$ cat config.mk
export PLATFORM = sky130hd
export DESIGN_NAME = alu_access_arbiter_flat
export DESIGN_NICKNAME = d
export VERILOG_FILES = /design/src/rtl/alu_access_arbiter_if.sv /design/src/rtl/alu_access_arbiter.sv /design/src/flat_wrapper.sv
export SDC_FILE = /design/constraint.sdc
export NUM_CORES = 1
export LEC_CHECK = 0
export CAP_MARGIN = 40
export CELL_PAD_IN_SITES_DETAIL_PLACEMENT = 2
export CELL_PAD_IN_SITES_GLOBAL_PLACEMENT = 2
export CORE_MARGIN = 10
export CORE_UTILIZATION = 36
export CTS_BUF_LIST = sky130_fd_sc_hd__clkbuf_4
export CTS_CLUSTER_DIAMETER = 50
export CTS_CLUSTER_SIZE = 25
export DETAILED_ROUTE_END_ITERATION = 12
export PLACE_DENSITY = 0.88
export SLEW_MARGIN = 20
export SYNTH_ARGS = -nofsm -noshare
export SYNTH_HDL_FRONTEND = slang
export SYNTH_SLANG_ARGS = --single-unit
$ cat constraint.sdc
create_clock -name clk -period 2.18 [get_ports clk]
set_input_delay 0.436 -clock clk [delete_from_list [all_inputs] [get_ports clk]]
set_output_delay 0.436 -clock clk [all_outputs]
set_load 0.01 [all_outputs]
$ cat src/rtl/alu_access_arbiter_if.sv
// Handshake bundle between the requester front-ends (master) and the ALU access arbiter (slave).
interface alu_access_arbiter_if #(
  parameter int NUM_REQ = 4,
  parameter int ID_W    = (NUM_REQ > 1) ? $clog2(NUM_REQ) : 1
);
  logic [NUM_REQ-1:0] req_async;
  logic [NUM_REQ-1:0] grant;
  logic [ID_W-1:0]    grant_id;
  logic               alu_ena;
  logic [NUM_REQ-1:0] ack;
  logic               busy;

  modport master (output req_async, input grant, grant_id, alu_ena, ack, busy);
  modport slave  (input req_async, output grant, grant_id, alu_ena, ack, busy);
endinterface

$ cat src/rtl/alu_access_arbiter.sv
// Round-robin owner of the shared 74181 ALU datapath: resynchronises 4-phase
// requests, grants one requester at a time, strobes the ALU, then acknowledges.
module alu_access_arbiter #(
  parameter int NUM_REQ     = 4,
  parameter int SYNC_STAGES = 2,
  parameter int OP_CYCLES   = 2,
  localparam int ID_W       = (NUM_REQ > 1) ? $clog2(NUM_REQ) : 1,
  localparam int CNT_W      = (OP_CYCLES > 1) ? $clog2(OP_CYCLES) : 1
) (
  input  logic                clk,
  input  logic                rstb,
  input  logic                ena,
  alu_access_arbiter_if.slave bus
);

  typedef enum logic [1:0] {IDLE, GRANT, ACK} state_e;

  state_e                               state_q, state_d;
  logic [SYNC_STAGES-1:0][NUM_REQ-1:0]  sync_q;
  logic [NUM_REQ-1:0]                   req_sync;
  logic [ID_W-1:0]                      ptr_q, ptr_d, ptr_inc;
  logic [ID_W-1:0]                      win_id;
  logic                                 win_valid;
  logic [CNT_W-1:0]                     cnt_q, cnt_d;
  logic [NUM_REQ-1:0]                   grant_q, grant_d;
  logic [NUM_REQ-1:0]                   ack_q, ack_d;
  logic [ID_W-1:0]                      gid_q, gid_d;
  logic                                 alu_ena_q, alu_ena_d;
  logic                                 busy_q, busy_d;

  assign req_sync = sync_q[SYNC_STAGES-1];

  // Stage 0 samples the raw request; the highest stage feeds every FSM decision.
  always_ff @(posedge clk or negedge rstb) begin
    if (!rstb) begin
      sync_q <= '0;
    end else if (ena) begin
      sync_q <= {sync_q[SYNC_STAGES-2:0], bus.req_async};
    end
  end

  // First pending request scanning upward from the pointer, wrapping at NUM_REQ.
  always_comb begin
    int idx;
    idx       = 0;
    win_valid = 1'b0;
    win_id    = '0;
    for (int k = 0; k < NUM_REQ; k++) begin
      idx = int'(ptr_q) + k;
      if (idx >= NUM_REQ) idx = idx - NUM_REQ;
      if (!win_valid && req_sync[idx]) begin
        win_valid = 1'b1;
        win_id    = ID_W'(idx);
      end
    end
  end

  assign ptr_inc = (gid_q == ID_W'(NUM_REQ - 1)) ? '0 : gid_q + ID_W'(1);

  always_comb begin
    state_d   = state_q;
    cnt_d     = cnt_q;
    ptr_d     = ptr_q;
    grant_d   = grant_q;
    gid_d     = gid_q;
    alu_ena_d = alu_ena_q;
    ack_d     = ack_q;
    busy_d    = busy_q;
    case (state_q)
      IDLE: begin
        if (win_valid) begin
          state_d   = GRANT;
          grant_d   = NUM_REQ'(1) << win_id;
          gid_d     = win_id;
          alu_ena_d = 1'b1;
          busy_d    = 1'b1;
          cnt_d     = CNT_W'(OP_CYCLES - 1);
        end
      end
      GRANT: begin
        if (cnt_q == '0) begin
          state_d   = ACK;
          alu_ena_d = 1'b0;
          ack_d     = grant_q;
        end else begin
          cnt_d = cnt_q - CNT_W'(1);
        end
      end
      ACK: begin
        // grant_id is kept so it still names the last owner while idle.
        if (!req_sync[gid_q]) begin
          state_d = IDLE;
          ack_d   = '0;
          grant_d = '0;
          busy_d  = 1'b0;
          ptr_d   = ptr_inc;
        end
      end
      default: state_d = IDLE;
    endcase
  end

  always_ff @(posedge clk or negedge rstb) begin
    if (!rstb) begin
      state_q   <= IDLE;
      cnt_q     <= '0;
      ptr_q     <= '0;
      grant_q   <= '0;
      gid_q     <= '0;
      alu_ena_q <= 1'b0;
      ack_q     <= '0;
      busy_q    <= 1'b0;
    end else if (ena) begin
      state_q   <= state_d;
      cnt_q     <= cnt_d;
      ptr_q     <= ptr_d;
      grant_q   <= grant_d;
      gid_q     <= gid_d;
      alu_ena_q <= alu_ena_d;
      ack_q     <= ack_d;
      busy_q    <= busy_d;
    end
  end

  assign bus.grant    = grant_q;
  assign bus.grant_id = gid_q;
  assign bus.alu_ena  = alu_ena_q;
  assign bus.ack      = ack_q;
  assign bus.busy     = busy_q;

endmodule

$ cat src/flat_wrapper.sv
// flat-port wrapper written by rule: the top's interface ports become plain ports
module alu_access_arbiter_flat 
#(
  parameter int NUM_REQ     = 4,
  parameter int SYNC_STAGES = 2,
  parameter int OP_CYCLES   = 2,
  localparam int ID_W       = (NUM_REQ > 1) ? $clog2(NUM_REQ) : 1,
  localparam int CNT_W      = (OP_CYCLES > 1) ? $clog2(OP_CYCLES) : 1
)
  (clk, rstb, ena, bus_req_async, bus_grant, bus_grant_id, bus_alu_ena, bus_ack, bus_busy);
  alu_access_arbiter_if #(.NUM_REQ(NUM_REQ)) bus_i ();
  input  logic clk;
  input  logic rstb;
  input  logic ena;
  input wire logic [$bits(bus_i.req_async)-1:0] bus_req_async;
  output wire logic [$bits(bus_i.grant)-1:0] bus_grant;
  output wire logic [$bits(bus_i.grant_id)-1:0] bus_grant_id;
  output wire logic [$bits(bus_i.alu_ena)-1:0] bus_alu_ena;
  output wire logic [$bits(bus_i.ack)-1:0] bus_ack;
  output wire logic [$bits(bus_i.busy)-1:0] bus_busy;
  assign bus_i.req_async = bus_req_async;
  assign bus_grant = bus_i.grant;
  assign bus_grant_id = bus_i.grant_id;
  assign bus_alu_ena = bus_i.alu_ena;
  assign bus_ack = bus_i.ack;
  assign bus_busy = bus_i.busy;
  alu_access_arbiter #(.NUM_REQ(NUM_REQ), .SYNC_STAGES(SYNC_STAGES), .OP_CYCLES(OP_CYCLES)) u_core (.clk(clk), .rstb(rstb), .ena(ena), .bus(bus_i));
endmodule
# Word-level counts from Yosys, hierarchy flattened
# Cells that the tools add are included.
[word_totals] reg_bits=25 latch_bits=0 mem_bits_rw=0 mem_bits_ro=0 in_bits=7 out_inout_bits=12 wordCells=96 mem_count=0
[op_classes] addsub=9 n_mul=0 div_mod_pow=0 magnitude_cmp=9 n_eq_ne=6 shifts=1 n_mux=43 n_bitwise=1 reduce_logical=17
[ops] cell="< comparator 32 x 4 -> 1 bit (second input constant)" count=4
[ops] cell="2-to-1 mux 32 bit" count=4
[ops] cell="greater-or-equal comparator 32 x 4 -> 1 bit (second input constant)" count=3
[ops] cell="subtractor 32 x 4 -> 32 bit (second input constant)" count=3
[ops] cell="2-to-1 mux 1 bit" count=17
[ops] cell="2-to-1 mux 2 bit" count=8
[ops] cell="one-hot mux 4 bit (2 select lines)" count=2
[ops] cell="AND reduction 4 bit" count=4
[ops] cell="2-to-1 mux 4 bit" count=3
[ops] cell="binary-select mux 1 bit (select 2 bit)" count=5
[ops] cell="AND reduction 3 bit" count=3
[ops] cell="adder 2 x 2 -> 3 bit (second input constant)" count=2
[ops] cell="one-hot mux 1 bit (2 select lines)" count=3
[ops] cell="one-hot mux 2 bit (3 select lines)" count=1
[ops] cell="nonzero test 2 bit" count=3
[ops] cell="equality test 2 bit (second input constant)" count=2
[ops] cell="inequality test 2 bit (second input constant)" count=2
[ops] cell="<< shifter 1 x 2 -> 4 bit (first input constant)" count=1
[ops] cell="subtractor 2 x 3 -> 4 bit (second input constant)" count=1
[ops] cell="adder 2 x 1 -> 3 bit (second input constant)" count=1
[ops] cell="greater-or-equal comparator 2 x 3 -> 1 bit (second input constant)" count=1
[ops] cell="logical AND 1 bit" count=3
[ops] cell="logical NOT 1 bit" count=3
[ops] cell="< comparator 2 x 3 -> 1 bit (second input constant)" count=1
[ops] cell="6 further kinds" count=6

# Longest topological paths before layout
[depth] word_depth=18 ltp_mapped=4

# Worst setup path after synthesis
# Ideal clock, no wire load.
[synth_path] kind="reg-to-reg" startpoint="reg u_core.gid_q[0], in the netlist u_core.bus.grant_id[0]" endpoint="reg u_core.ptr_q[0]" setup_time_ps=125 arrival_time_ps=1630 required_time_ps=2055 setup_slack_ps=425 path_stages_with_launch=4 n_path_buf=0 synth_period_minus_slack_ps=1755 cell_sequence="dfrtp_1 > mux4_2 > and4bb_2 > mux2_2"
[synth_via] elab_chain_cells=4 word_cells_on_any_way=7 classes_between="add/sub: 1; eq/ne: 1; mux: 3; bitwise: 1; reduce/logical: 1"
[synth_lines] item="start: declaration" line="alu_access_arbiter.sv:27" rtl="logic [ID_W-1:0] gid_q, gid_d;"
[synth_lines] item="start signal: assignment" line="alu_access_arbiter.sv:118" rtl="gid_q <= gid_d;"
[synth_lines] item="binary-select mux 1 bit (select 2 bit)" line="alu_access_arbiter.sv:91" rtl="if (!req_sync[gid_q]) begin"
[synth_lines] item="2-to-1 mux 1 bit (not written as such)" line="alu_access_arbiter.sv:91"
[synth_lines] item="NOT 1 bit (no line)"
[synth_lines] item="AND reduction 3 bit (no line)"
[synth_lines] item="end signal: assignment" line="alu_access_arbiter.sv:116" rtl="ptr_q <= ptr_d;"
[synth_lines] item="end: declaration" line="alu_access_arbiter.sv:21" rtl="logic [ID_W-1:0] ptr_q, ptr_d, ptr_inc;"
# Parallel ways exist; a longest one is shown, timed or not. The select of a mux whose other input is x is not followed.
# A chain may end at the register's enable or synchronous reset.

# Worst setup path after layout
# Same ends and word-level chain as after synthesis.

==> flow_metrics.env <==
export IMPL_grtUsageMet1=0.1393
export IMPL_hold_class="in -> async"
export IMPL_grt_use_met2=0.1926
export IMPL_crit_arrival_ps=2100
export IMPL_max_vdd_ir_drop_mv=0.5166
export IMPL_met3_usage=0.02734
export IMPL_ys_ff_latch=25
export IMPL_port_buffers=18
export IMPL_cp_required_ps=2420
export IMPL_preCtsSetupSlack_ps=130.5
export IMPL_synth_fp_nets=98
export IMPL_drt_initial_drc_count=10
export IMPL_synth_top_area_share=0.5618
export IMPL_setup_tns_ps=0
export IMPL_synth_flop_cell="dfrtp_1"
export IMPL_ioPinCount=19
export IMPL_hold_viol=0
export IMPL_drv_cap=0
export IMPL_dieArea_sq_um=5718
export IMPL_clk_pin_slew_worst_paths_ps=130
export IMPL_die_h_um=75.62
export IMPL_critical_path_buf_inv_count=0
export IMPL_cts_hold_buf=0
export IMPL_grt_max_degree=26
export IMPL_fmax_mhz=536.7
export IMPL_synthTopCellsByCount="dfrtp_1, mux2_2, a22o_1, nor2_1, o21ai_0"
export IMPL_worst_slack_ps=316.9
export IMPL_coreArea_sq_um=3003
export IMPL_busiest_layer="met2"
export IMPL_grt_util_all_layers=0.1182
export IMPL_wirelength_mm=2.929
export IMPL_cellLeakagePower_nw=0.6124
export IMPL_slew_violations=0
export IMPL_clock_sinks=25
export IMPL_cts_tree="done"
export IMPL_tightest_slew_ps=585.1
export IMPL_whs_ps=443.9
export IMPL_cts_buffers=3
export IMPL_synth_area_sq_um=1114
export IMPL_dieWidth_um=75.62
export IMPL_synth_cell_types=25
export IMPL_path_class="reg -> reg"
export IMPL_drive_above_1_share=0.1786
export IMPL_synth_edff_count=0
export IMPL_clock_latency_ps=330
export IMPL_finalSetupViolations=0
export IMPL_regArea_sq_um=625.6
export IMPL_vias_per_cell=5.510
export IMPL_n_antenna_cell=0
export IMPL_antenna_found_initial=0
export IMPL_yosysWarnings=0
export IMPL_synthArstFlopShare=1.000
export IMPL_rsz0062_at_grt="no"
export IMPL_cts_buffer_depth=2
export IMPL_cts_root_buf="clkbuf_4"
export IMPL_rows=20
export IMPL_synth_area_top_cells="dfrtp_1, mux2_2, a22o_1"
export IMPL_critPathMaxFanout=5
export IMPL_min_period_ps=1863
export IMPL_post_cts_setup_buffers=0
export IMPL_multiInputGateArea_sq_um=465.4
export IMPL_startpoint_type="flip-flop"
export IMPL_syn_instance_count=90
export IMPL_skew_ps=1.232
export IMPL_yosysTopAreaCell="dfrtp_1"
export IMPL_htreeDepth=1
export IMPL_cpLargestDelayFamily="multiplexers"
export IMPL_gp_congestion=0.6972
export IMPL_vias=799
export IMPL_yosysMostFrequentCell="dfrtp_1"
export IMPL_final_nets=121
export IMPL_area_delta_synth_final_pct=23.26
export IMPL_ys_seq_area_frac=0.5618
export IMPL_grt_pass1_vias=952
export IMPL_fillers=311
export IMPL_start_util=0.3708
export IMPL_ant_nets=0
export IMPL_fin_crit_sh=0.8547
export IMPL_avgSynthCellArea_sq_um=12.37
export IMPL_grt_remaining_overflow=0
export IMPL_outcome="finished, final reports clean"
export IMPL_dr_pass1_iters=2
export IMPL_hpwlAfterDp_mm=2.221
export IMPL_cts_resized=0
export IMPL_grt_pass1_wl_mm=4.988
export IMPL_post_route_drc_count=0
export IMPL_cp_end_kind="flip-flop"
export IMPL_slew_headroom=0.6064
export IMPL_cp_slowest_cell="mux4_2"
export IMPL_max_stage_delay_ps=590
export IMPL_p_per_area_nw_per_um2=1268
export IMPL_path_cells="mux4_2 -> and4bb_2 -> mux2_2"
export IMPL_wire_per_inst_um=20.20
[cell families after synthesis]
family | count (synthesis) | synth area share
compound gates | 22 | 0.1438
fa+ha+maj | 1 | 0.01123
mux | 14 | 0.1494
flops | 25 | 0.5618
buf+inv | 6 | 0.02022
simple gates | 22 | 0.1135
[worst reg2reg max path, cell delays in order (launching register included)]
cell and delay [ps]:
dfrtp_1 480, mux4_2 590, and4bb_2 360, mux2_2 340
[final timing paths]
kind                                                    start                              to  slack [ps]  cells past startpoint
min in group clk                  u_core.bus.busy$_DFFE_PN0P_     u_core.bus.busy$_DFFE_PN0P_         500                      1
max                        u_core.bus.grant_id[0]$_DFFE_PN0P_     u_core.ptr_q[0]$_DFFE_PN0P_         320                      3
min reg2reg                       u_core.bus.busy$_DFFE_PN0P_     u_core.bus.busy$_DFFE_PN0P_         500                      1
max reg2reg                u_core.bus.grant_id[0]$_DFFE_PN0P_     u_core.ptr_q[0]$_DFFE_PN0P_         320                      3
min                                                      rstb  u_core.req_sync[3]$_DFFE_PN0P_         440                      2
max in group asynchronous                                rstb        u_core.cnt_q$_DFFE_PN0P_        1490                      2
[cell usage in the layout (no fill, tap or decap), types with 3 or more instances in the layout]
cell / synthesis / final
mux2_2: 11 / 11
a21o_1: 4 / 4
dfrtp_1: 25 / 25
nor2_1: 6 / 6
inv_1: 4 / 4
nand2b_1: 3 / 3
a22o_1: 6 / 6
nor3b_1: 3 / 3
nand2_1: 4 / 4
o21ai_0: 5 / 5
clkbuf_4: 0 / 4
clkdlybuf4s50_1: 0 / 18
[stage by stage]
| step | std cells | utilization | power [mW] | area [sq um] |
|---|---|---|---|---|
| 2_1_floorplan | 90 | - | 1.159 | 1114 |
| 3_3_place_gp | 141 | 0.4471 | 1.470 | 1343 |
| 3_5_place_dp | 141 | 0.4471 | 1.531 | 1343 |
| 4_1_cts | 145 | 0.4571 | 1.771 | 1373 |
| 5_1_grt | 145 | 0.4571 | 1.883 | 1373 |
| 6_report | 145 | 0.4571 | 1.741 | 1373 |
[layer usage]
layer	vias to the layer above	part of all wire
met5	-	0
met3	5	0.029
met1	413	0.44
met2	8	0.51
met4	0	0.023
li1	373	-
[power breakdown]
part | leakage (nW) | switching (mW) | internal [mW]
clock | 0.0184 | 0.144 | 0.0845
combinational | 0.287 | 0.308 | 0.399
sequential | 0.307 | 0.186 | 0.619
total | 0.612 | 0.638 | 1.10
[final cells by class]
| class | count | share of cell area |
|---|---|---|
| Inverter | 4 | 0.01094 |
| Tap cell | 33 | 0.03008 |
| Multi-Input combinational cell | 59 | 0.3391 |
| Clock buffer | 4 | 0.02188 |
| Sequential cell | 25 | 0.4558 |
| Timing Repair Buffer | 20 | 0.1422 |
[sequential cells by signal, indices dropped and copies added (netlist names)]
signal / cells
u_core.bus.busy: 1
u_core.req_sync: 4
u_core.bus.alu_ena: 1
u_core.ptr_q: 2
u_core.cnt_q: 1
u_core.state_q: 2
u_core.bus.grant: 4
u_core.sync_q: 4
u_core.bus.grant_id: 2
u_core.bus.ack: 4
Note: power is estimated with default switching activity, not from simulation.
